**src/rtl/vr16_pkg.sv**
```systemverilog
// Shared VR16 definitions: instruction memory geometry and the state
// encoding used by the instruction memory loader.
package vr16_pkg;

   localparam int IMEM_ADDR_WIDTH = 8;
   localparam int INSTR_WIDTH     = 16;

   typedef enum logic [2:0] {
      ST_IDLE  = 3'd0,
      ST_COUNT = 3'd1,
      ST_HI    = 3'd2,
      ST_LO    = 3'd3,
      ST_CHECK = 3'd4
   } loader_state_t;

endpackage

```
**src/rtl/imem_checksum.sv**
```systemverilog
// Running 8-bit XOR over the payload bytes of a load frame.
module imem_checksum
   import vr16_pkg::*;
(
   input  logic       clk,
   input  logic       reset,
   input  logic       clear,
   input  logic       enable,
   input  logic [7:0] data_in,
   output logic [7:0] sum
);

   // Accumulate the XOR of each enabled byte; clear wins so a new session
   // always starts from zero.
   always_ff @(posedge clk or negedge reset) begin
      if (!reset) begin
         sum <= '0;
      end else if (clear) begin
         sum <= '0;
      end else if (enable) begin
         sum <= sum ^ data_in;
      end
   end

endmodule

```
**src/rtl/imem_loader.sv**
```systemverilog
// Frame-based instruction memory loader: COUNT, N big-endian words, XOR
// checksum. Writes words to auto-incrementing addresses and holds the core
// off through busy while a session is open.
module imem_loader
   import vr16_pkg::*;
#(
   parameter int ADDR_WIDTH = IMEM_ADDR_WIDTH,
   parameter int DATA_WIDTH = INSTR_WIDTH
) (
   input  logic                  clk,
   input  logic                  reset,
   input  logic                  start,
   input  logic                  abort,
   input  logic [7:0]            rx_data,
   input  logic                  rx_valid,
   output logic                  rx_ready,
   output logic                  wr_en,
   output logic [ADDR_WIDTH-1:0] wr_addr,
   output logic [DATA_WIDTH-1:0] wr_data,
   output logic                  busy,
   output logic                  done,
   output logic                  error
);

   // Remaining-word counter needs one extra bit so a COUNT of zero can
   // stand for the full memory depth.
   localparam int REM_W = ADDR_WIDTH + 1;

   loader_state_t state;
   loader_state_t state_next;

   logic [ADDR_WIDTH-1:0] addr_cnt;
   logic [REM_W-1:0]      remaining;
   logic [7:0]            hi_byte;
   logic [7:0]            chk_sum;

   logic accept;
   logic open_session;
   logic load_count;
   logic latch_hi;
   logic sum_en;
   logic do_write;
   logic do_done;
   logic set_err;

   // The loader is always willing to take a byte once a session is open,
   // so the sender is never stalled; busy mirrors the same condition.
   assign rx_ready = (state != ST_IDLE);
   assign busy     = (state != ST_IDLE);
   assign accept   = rx_valid && rx_ready;

   // Checksum covers payload bytes only; it is cleared when a session opens.
   imem_checksum u_checksum (
      .clk     (clk),
      .reset   (reset),
      .clear   (open_session),
      .enable  (sum_en),
      .data_in (rx_data),
      .sum     (chk_sum)
   );

   // State register.
   always_ff @(posedge clk or negedge reset) begin
      if (!reset) begin
         state <= ST_IDLE;
      end else begin
         state <= state_next;
      end
   end

   // Next-state and control decode; abort takes priority over a byte
   // arriving on the same edge so nothing new is written after an abort.
   always_comb begin
      state_next   = state;
      open_session = 1'b0;
      load_count   = 1'b0;
      latch_hi     = 1'b0;
      sum_en       = 1'b0;
      do_write     = 1'b0;
      do_done      = 1'b0;
      set_err      = 1'b0;
      case (state)
         ST_IDLE: begin
            if (start) begin
               open_session = 1'b1;
               state_next   = ST_COUNT;
            end
         end
         ST_COUNT: begin
            if (abort) begin
               set_err    = 1'b1;
               state_next = ST_IDLE;
            end else if (accept) begin
               load_count = 1'b1;
               state_next = ST_HI;
            end
         end
         ST_HI: begin
            if (abort) begin
               set_err    = 1'b1;
               state_next = ST_IDLE;
            end else if (accept) begin
               latch_hi   = 1'b1;
               sum_en     = 1'b1;
               state_next = ST_LO;
            end
         end
         ST_LO: begin
            if (abort) begin
               set_err    = 1'b1;
               state_next = ST_IDLE;
            end else if (accept) begin
               sum_en     = 1'b1;
               do_write   = 1'b1;
               state_next = (remaining == REM_W'(1)) ? ST_CHECK : ST_HI;
            end
         end
         ST_CHECK: begin
            if (abort) begin
               set_err    = 1'b1;
               state_next = ST_IDLE;
            end else if (accept) begin
               do_done    = 1'b1;
               set_err    = (rx_data != chk_sum);
               state_next = ST_IDLE;
            end
         end
         default: begin
            state_next = ST_IDLE;
         end
      endcase
   end

   // Datapath: counters, high-byte holding register and the registered
   // memory write port. Address and data hold their values between writes.
   always_ff @(posedge clk or negedge reset) begin
      if (!reset) begin
         addr_cnt  <= '0;
         remaining <= '0;
         hi_byte   <= '0;
         wr_en     <= 1'b0;
         wr_addr   <= '0;
         wr_data   <= '0;
         done      <= 1'b0;
         error     <= 1'b0;
      end else begin
         wr_en <= do_write;
         done  <= do_done;
         if (open_session) begin
            addr_cnt <= '0;
            error    <= 1'b0;
         end else if (set_err) begin
            error <= 1'b1;
         end
         if (load_count) begin
            remaining <= (rx_data == 8'h00) ? REM_W'(1 << ADDR_WIDTH) : REM_W'(rx_data);
         end
         if (latch_hi) begin
            hi_byte <= rx_data;
         end
         if (do_write) begin
            wr_addr   <= addr_cnt;
            wr_data   <= DATA_WIDTH'({hi_byte, rx_data});
            addr_cnt  <= addr_cnt + 1'b1;
            remaining <= remaining - 1'b1;
         end
      end
   end

endmodule

```
**config.mk**
```make
export PLATFORM = sky130hd
export DESIGN_NAME = imem_loader
export DESIGN_NICKNAME = d
export VERILOG_FILES = /design/src/rtl/vr16_pkg.sv /design/src/rtl/imem_checksum.sv /design/src/rtl/imem_loader.sv
export SDC_FILE = /design/constraint.sdc
export NUM_CORES = 1
export LEC_CHECK = 0
export CORE_ASPECT_RATIO = 0.9
export CORE_MARGIN = 5
export CORE_UTILIZATION = 50
export DETAILED_ROUTE_END_ITERATION = 10
export PLACE_DENSITY = 0.85
export SLEW_MARGIN = 30
export SYNTH_ARGS = -nofsm -noshare
export SYNTH_HDL_FRONTEND = slang
export SYNTH_SLANG_ARGS = --single-unit
export TNS_END_PERCENT = 1
```
**constraint.sdc**
```tcl
create_clock -name clk -period 2.4 [get_ports clk]
set_clock_uncertainty 0.05 [all_clocks]
set_input_delay 0.24 -clock clk [delete_from_list [all_inputs] [get_ports clk]]
set_output_delay 0.24 -clock clk [all_outputs]
set_load 0.05 [all_outputs]
```
After elaboration in Yosys (flattened, before gate mapping) --
Cells that the tools add are included. Widths: inputs -> output; s select.
Storage, ports and cells: register bits after elaboration 63, latch bits 0, RAM bits 0, ROM bits 0, output and inout bits 29, word-level logic and storage cells 68, memories kept 0
Operators by class: $add $sub $neg 2, $mul 0, div/mod/pow operators 0, $lt $le $gt $ge 0, equal/unequal tests 11, shift operators 0, multiplexer cells 33, bitwise operators 1, reduce and logical (&&, ||, !) cells 11
Operators by type and width (count):
- $mux 8 | 4
- $mux 3 | 10
- $mux 9 | 3
- $pmux 3 s5 | 1
- $mux 1 | 14
- $ne 3x3->1 const B | 4
- $eq 9x1->1 const B | 1
- $sub 9x1->9 const B | 1
- $add 8x1->8 const B | 1
- $logic_not 8->1 | 1
- $ne 8x8->1 | 1
- $reduce_bool 2->1 | 4
- $xor 8x8->8 | 1
- $eq 3x2->1 const B | 2
- $reduce_and 5->1 | 1
- $eq 3x1->1 const B | 1
- $eq 3x3->1 const B | 1
- $logic_not 3->1 | 1
- $reduce_bool 3->1 | 1
- $reduce_or 3->1 | 1
- $ne 2x2->1 const B | 1
- $pmux 1 s2 | 1
- $reduce_or 2->1 | 1
- $logic_and 1x1->1 | 1

Logic depth before layout (Yosys ltp) --
word-level depth 7, depth in mapped cells 7, depth with buffers taken out 6

Cells and area by module --
A second synthesis with hierarchy kept.
Second synthesis, totals: cell total of the unflattened synthesis 314, area total of the unflattened synthesis 3100.5 sq um
Modules (own cells, without submodules):
- imem_loader | instances 1, cells each 279, area each 2693.8 sq um
- imem_checksum | instances 1, cells each 35, area each 406.6 sq um

Least setup slack after synthesis --
Ideal clock, no wire load.
path kind reg-to-reg, from register state[1], to register addr_cnt[0], data arrival time 1527 ps, data required time 2225 ps, slack 698 ps, cell stages (with the launch flop) 5, period minus slack after synthesis 1702 ps, cell sequence dfrtp_1 -> buf_6 -> or3_4 -> o22a_4 -> mux2_4
Between the ends: cells in the longest elaborated chain, start to end 6
RTL lines:
- start, declared | RTL line imem_loader.sv:29 | loader_state_t state;
- start signal, assigned | RTL line imem_loader.sv:67 | state <= state_next;
- $reduce_bool 3->1 (*)
- via busy | RTL line imem_loader.sv:20 | output logic busy,
- $logic_and 1x1->1 (*) | RTL line imem_loader.sv:50 | assign accept = rx_valid && rx_ready;
- $mux 1 (*) | RTL line imem_loader.sv:112 | end else if (accept) begin
- $mux 1 (*) | RTL line imem_loader.sv:109 | if (abort) begin
- $mux 1 (*) | RTL line imem_loader.sv:82 | case (state)
- $mux 8 / $reduce_bool 2->1 (equally long branches)
- end signal, assigned | RTL line imem_loader.sv:164 | addr_cnt <= addr_cnt + 1'b1;
- end, declared | RTL line imem_loader.sv:32 | logic [ADDR_WIDTH-1:0] addr_cnt;
The timed path passes the listed nets; every way through them passes the cells marked *. A chain may end at the register's enable or synchronous reset.

Final worst setup path --
from register state[0], to output port rx_ready
Between the ends: cells in the longest elaborated chain, start to end 1
RTL lines:
- $reduce_bool 3->1 | RTL line imem_loader.sv:48 | assign rx_ready = (state != ST_IDLE);
- end, declared | RTL line imem_loader.sv:16 | output logic rx_ready,
No other way between the ends.

==> impl_results.md <==
* Status: finished clean
* RSZ-0062 raised after global routing: false
* Final WL at approximately 6200 um
* Post-synth top area cell: dfrtp_1
* Tcrit/Tclk final at 0.962
* EDFF count, synth at 0
* FF-to-FF setup slack at 0.62 ns
* Post-Place Setup Slack at 0.294 ns
* Post-synth top flop: dfrtp_1
* Initial antenna violation count at 0
* Initial DRC count at 143
* Vias at 2165
* Synth area leaders: dfrtp_1, mux2_1, mux2_2
* Total GRT Usage at 0.179
* Detail-routed net length per standard cell at 16.6 um
* Max VDD drop at 0.630 mV
* Kind of critical path: flop to output port
* Crit path from: state[0]
* Clk sink count at 63
* Max Root-Sink Buffers at 2
* Worst hold path type: primary input to asynchronous set/reset pin
* Worst EP required at 2.11 ns
* Worst reg2reg path depth at 4
* Drt pass-1 iters at 4
* Cells after synthesis at 258
* Largest net degree at the start of global routing at 63
* RR Startpoint: state[2]
* Total gr overflow at 0
* Post-synth ARST share at 1.00
* Die height at between 80 and 90 um
* Synth warn at 0
* GP Congestion at 0.795
* Max_slew headroom at 0.593
* Post-CTS Setup Repair Bufs at 0
* First-pass GRT wire length at 11100 um
* Maxcap violations at 0
* Total power at 0.00337 W
* IO Port Bufs at around 40
* # H-tree levels at 3
* Synthesized area per cell at 11.6 um^2
* P_leak at 1.64 nW
* Clock root buffer: clkbuf_8
* Avg Vias per Cell at 5.74
* Layout cell share with drive strength beyond 1 at 0.140
* Fmax at roughly 430 MHz
* Die W at 91.5 um
* ANT nets after route at 0
* Pwr Density at 920 nW/um^2
* Row cnt at 26
* Final core utilization at 0.639
* Worst Setup Start Kind: flop
* CTS Buf Count at 9
* Tmin final at 2.31 ns
* IO Count at between 40 and 50
* Nets at around 320
* Crit path DAT at 2.02 ns
* Sum Neg Setup Slack at 0 ns
* Die ar. at 7620 um^2
* Sequential fraction of the synthesis area at 0.528
* Most frequent cells in the layout: dfrtp_1, clkdlybuf4s50_1, mux2_1, o21ai_1, nand2_1
* Reg clk slew, reported paths at roughly 0.07 ns
* Crit path max fanout at 8
* Clk_lat worst skew at 0.34 ns
* Yosys cell types at 41
* Ant. Diodes at 0
* Commonest non-fill, non-tap cell in the layout: dfrtp_1
* CP endpoint: rx_ready
* Core Region at 5730 um^2
* Top cell type's share of synthesized area at 0.528
* Setup-failing EPs final at 0
* Post-Syn Nets at 274
* Vias in the first global route at 2229
* Worst slew pin tran at 0.606 ns
* Crit end category: output port
* CTS tree: built
* Final worst slack at approximately 0.09 ns
* Initial Util at 0.522
* Reg2reg end: wr_data[14]
* Final hold vios at 0
* Drc violations at 0
* Max Slew Vio Count at 0
* Worst hold margin at between 0.15 and 0.2 ns
* FF+latch count, synth at 63
* HPWL Detailed at 4230 um
* Mapped Area at between 2000 and 3000 um^2
* Area Overhead vs Synth at 22.5%
[area by class of cell]
class | count | area [um^2]
clock buffer | 11 | 141
tap | 70 | 87.6
multi-input combinational | 176 | 1310
inverter | 4 | 15.0
timing repair buffer | 49 | 505
clock inverter | 4 | 22.5
fill | 439 | 2070
sequential | 63 | 1580
[worst max-delay path: stages (launching register included)]
cell,delay [ns]
dfrtp_1,0.49
or3_4,0.46
clkdlybuf4s50_1,0.73
[Yosys cell counts (9+ instances only)]
| cell | number |
|---|---|
| o21ai_1 | 17 |
| nor3b_1 | 10 |
| mux2_2 | 12 |
| nor2_1 | 9 |
| a21oi_1 | 9 |
| a21o_1 | 9 |
| mux2_1 | 20 |
| buf_2 | 9 |
| nand2_1 | 14 |
| dfrtp_1 | 63 |
[where the power goes]
group / total, W / internal (W) / switching (W) / leakage, nW
combinational: 0.00110 / 0.000437 / 0.000660 / 0.724
clock: 0.000789 / 0.000391 / 0.000398 / 0.0850
sequential: 0.00148 / 0.00129 / 0.000187 / 0.833
[how the worst min path moves through the flow]
stage | depth (start not counted) | from | slack (ns) | to
finish | 2 | reset | 0.17 | done
detailed placement | 1 | reset | -0.009 | done
floorplan | 0 | reset | -0.11 | addr_cnt[0]
global route | 2 | reset | 0.17 | done
CTS | 2 | reset | 0.15 | done
global placement | 1 | reset | -0.01 | done
[flip-flops by register name (all words and copies together), names as in the netlist]
signal and cells:
u_checksum.sum 8, hi_byte 8, error 1, state 3, wr_addr 8, addr_cnt 8, wr_data 16, remaining 9
wr_en 1, done 1
[layer usage]
| metal | vias up | part of all wire | wire, um | GRT usage |
|---|---|---|---|---|
| met5 | - | 0 | 0 | 0 |
| met4 | 0 | 0.015 | 91 | 0.0573 |
| met3 | 11 | 0.058 | 360 | 0.0633 |
| met2 | 59 | 0.47 | 2960 | 0.274 |
| met1 | 1065 | 0.45 | 2840 | 0.238 |
| li1 | 1030 | - | - | - |
[per-stage QoR]
step           area [um^2]  cells
2_1_floorplan         2990    258
3_3_place_gp          3490    361
3_5_place_dp          3490    361
4_1_cts               3660    377
5_1_grt               3660    377
6_report              3660    377
[kinds of logic after synthesis]
| family | share of synthesized area |
|---|---|
| AOI/OAI and AO/OA | 0.128 |
| adders and majority gates | 0.0126 |
| xor gates and xnor gates | 0.0235 |
| and+or+nand+nor | 0.134 |
| DFF | 0.528 |
| buffers and inverters | 0.0352 |
| muxes | 0.139 |
[what timing repair did]
item,in CTS,in global routing
hold buffers,1,0
gates resized for setup,0,0
hold endpoints to repair,63,0
No activity file was read; power rests on OpenSTA's default activity.
==> variant 1, RTL diff (same settings) <==
The 5 states of `loader_state_t` get a one-hot encoding in 5 bits.
--- a/src/rtl/vr16_pkg.sv
+++ b/src/rtl/vr16_pkg.sv
@@ -6,10 +6,10 @@
    localparam int INSTR_WIDTH     = 16;
 
-   typedef enum logic [2:0] {
-      ST_IDLE  = 3'd0,
-      ST_COUNT = 3'd1,
-      ST_HI    = 3'd2,
-      ST_LO    = 3'd3,
-      ST_CHECK = 3'd4
+   typedef enum logic [4:0] {
+      ST_IDLE  = 5'b00001,
+      ST_COUNT = 5'b00010,
+      ST_HI    = 5'b00100,
+      ST_LO    = 5'b01000,
+      ST_CHECK = 5'b10000
    } loader_state_t;
 
Behaviour: no difference found for any inputs over 10 cycles, from zero or initial values and one cycle with reset low; not proved beyond that.
==> variant 1 against the unedited design <==
Largest power group unchanged; total power down 21%; setup slack better by 0.31 ns; synthesized area is 4.6% higher; via count grew 14%; design area grew 4.4%; sequential cell count grew 2; routed wire length rose by 13%.
==> variant 1: results (changes against the unedited design) <==
metric;value;unit;change
synth.mux.area_fraction;0.0320;;-0.107
synth_flop_cell;dfrtp_1;;
synth_cell_types;47;;+15%
wl_met3;398;um;+11%
dr.max_layer_used;met4;;
via_per_inst;5.22;;-9.1%
crit_path_max_fanout;10;;+2
met2_usage;0.304;;+0.0300
clockBufferDepth;2;;unchanged
drt_iter0_drc;121;;-15%
nets;395;;+24%
critPathSlowestCell;dfrtp_1;;
status;completed;;
gp_congestion;0.858;;+7.9%
max_stage_delay;0.50;ns;-0.23 ns
postSynthAreaPerCell;9.47;um2;-18%
wl;7050;um;+13%
use_met1;0.255;;+0.0171
synth_common_cells;94 x nand2_1, 64 x dfrtp_1, 24 x o21ai_0, 22 x nor2_1, 18 x xor2_1;;
ys_warn_count;0;;unchanged
drive_above_1_share;0.125;;-0.0151
dp_hpwl;5000;um;+18%
reg.largest.list;wr_data (16), remaining (9);;
synth_area_leaders;dfrtp_1 51%, nand2_1 11%, xor2_1 5.0%;;
wl_per_cell;15.0;um;-9.6%
place_area;0.00364;mm2;+4.6%
fin_area;0.00382;mm2;+4.4%
syn_nets;346;;+26%
use_met3;0.0621;;-0.00123
p_int;1.79;mW;-15%
place_ws;0.221;ns;-0.0730 ns
peakVddDrop;0.000431;V;-32%
cts_root_buffer;clkbuf_8;;
worstHoldPathType;in2async;;
grt_max_degree;47;;-25%
grt_pass1_wl;12000;um;+8.3%
reg2reg_slack;0.42;ns;-0.20 ns
dr_wl_met2;3410;um;+15%
dp_cells;454;;+26%
cp-startpoint;state[2];;
r2r_start;state[1];;
yosysSeqAreaShare;0.521;;-0.00683
p_seq_frac;0.496;;+0.056
comb_power;0.555;mW;-50%
grt_pass1_vias;2442;;+9.6%
synth-xor-area-share;0.0533;;+0.0298
synth_compound_area_frac;0.103;;-0.0253
p_leak;1.85;nW;+13%
yosys.area_share.adder;0.0120;;-0.000554
track_usage;0.196;;+0.0171
r2r_cells;6;;+2
worstMarginPinSlew;0.505;ns;-0.100 ns
portBuffers;41;;unchanged
wl_met1;3150;um;+11%
r2r_end;remaining[6];;
p_sw;0.875;mW;-30%
crit_arrival;1.71;ns;-0.31 ns
max_freq;0.499;GHz;+15%
whs;0.225;ns;+0.0528 ns
## variant 1: changes by cell type after synthesis, sizes merged, moves of 5 or more
| cell | unedited run | this run |
|---|---|---|
| xor2 | 0 | 18 |
| o22ai | 7 | 1 |
| xnor2 | 8 | 1 |
| nor3b | 10 | 0 |
| nand2 | 14 | 94 |
| a21o | 9 | 1 |
| mux2 | 33 | 8 |
| nor4 | 1 | 6 |
| nor2 | 11 | 22 |
## variant 1: critical path: cells and delay by family, from the launching register on
kind,cells,cell delay (ns)
buffers and inverters,1,0.33
flip-flops,1,0.50
AND/OR/NAND/NOR,2,0.53
## variant 1: final cells by class
type | count | area, um2
Clock buffer | 10 | 128
Inverter | 6 | 22.5
Sequential cell | 65 | 1630
Multi-Input combinational cell | 240 | 1360
Clock inverter | 6 | 35.0
Timing Repair Buffer | 57 | 546
Fill cell | 521 | 2290
Tap cell | 87 | 109
## variant 1: repair_timing
item	CTS	global route
hold endpoints to repair	37	0
resized for setup	0	2
hold buffers	1	0
setup endpoints to repair	0	2
setup buffers	0	0
==> variant 2, RTL diff (same settings) <==
Without the edit above. The package constant `INSTR_WIDTH` goes from 16 to 12.
--- a/src/rtl/vr16_pkg.sv
+++ b/src/rtl/vr16_pkg.sv
@@ -4,5 +4,5 @@
 
    localparam int IMEM_ADDR_WIDTH = 8;
-   localparam int INSTR_WIDTH     = 16;
+   localparam int INSTR_WIDTH     = 12;
 
    typedef enum logic [2:0] {
Interface: changed (resized wr_data); port bits go from 42 to 38. No check against the original RTL was run, so the function may have changed too.
==> variant 2 against the unedited design <==
Final cell count down 8.2%; combinational power fell by 15%; sequential share of layout area shrank 0.26 points; critical path type unchanged; setup slack improved by 0.047 ns; synthesized area shrank 10%; sequential cell count down 8; total power is 19% lower; routed wire length shrank 12%; first-iteration DRC count is 41% lower; design area down 12%; non-clock buffer count down 5; the flow now finishes with violations (hold timing); fmax grew 2.1%.
==> variant 2: results (changes against the unedited design) <==
metric;value;unit;change
status;finished with violations;;
violations;hold timing;;
clk_latency;0.31;ns;-0.03 ns
grt_pass1_wl;9270;um;-17%
clock_area_frac;0.0276;;-0.0171
wl_met1;2580;um;-8.9%
non_clock_buffer_area_share;0.138;;-0.000323
drive_above_1_share;0.168;;+0.0284
gp_congestion;0.843;;+6.0%
p_leak;1.41;nW;-14%
multi_input_area_share;0.376;;+0.0173
hold_viol;11;;+11
whs;-0.00777;ns;-0.180 ns
clock_buffers;6;;-5
dp_hpwl;3700;um;-13%
num-multi-input-gates;168;;-4.5%
power_frac_clock;0.192;;-0.042
nets;294;;-7.8%
wl_met3;217;um;-40%
design.seq.count;55;;-13%
track_usage;0.172;;-0.00754
met2_usage;0.266;;-0.00760
dr_wl_met2;2600;um;-12%
p_total;2.73;mW;-19%
seq-cell-share;0.428;;-0.00259
signal_buffers;44;;-10%
use_met3;0.0299;;-0.0334
place_area;0.00313;mm2;-10%
variant 2: changes by cell type after synthesis, sizes merged:
cell and delta:
dfrtp -8, clkbuf +1, buf -2, mux2 -8
variant 2: worst max-delay path by stage:
stage | startpoint | end | cells after the start
floorplan | state[1] | addr_cnt[0] | 4
global placement | rx_valid | remaining[8] | 6
detailed placement | rx_valid | remaining[8] | 6
CTS | state[0] | busy | 2
global route | state[0] | busy | 2
finish | state[0] | busy | 2
variant 2: through the flow:
| stage | util | instances | worst slack [ns] |
|---|---|---|---|
| 2_1_floorplan | - | 241 | 0.700 |
| 3_3_place_gp | 0.598 | 338 | 0.392 |
| 3_5_place_dp | 0.598 | 338 | 0.335 |
| 4_1_cts | 0.615 | 346 | 0.137 |
| 5_1_grt | 0.615 | 346 | 0.0866 |
| 6_report | 0.615 | 346 | 0.137 |
variant 2: cells by family after synthesis:
group | share of synthesized area
buf+inv | 0.0374
fa+ha+maj | 0.0140
compound gates | 0.143
xor+xnor | 0.0262
mux | 0.122
flops | 0.514
simple gates | 0.144
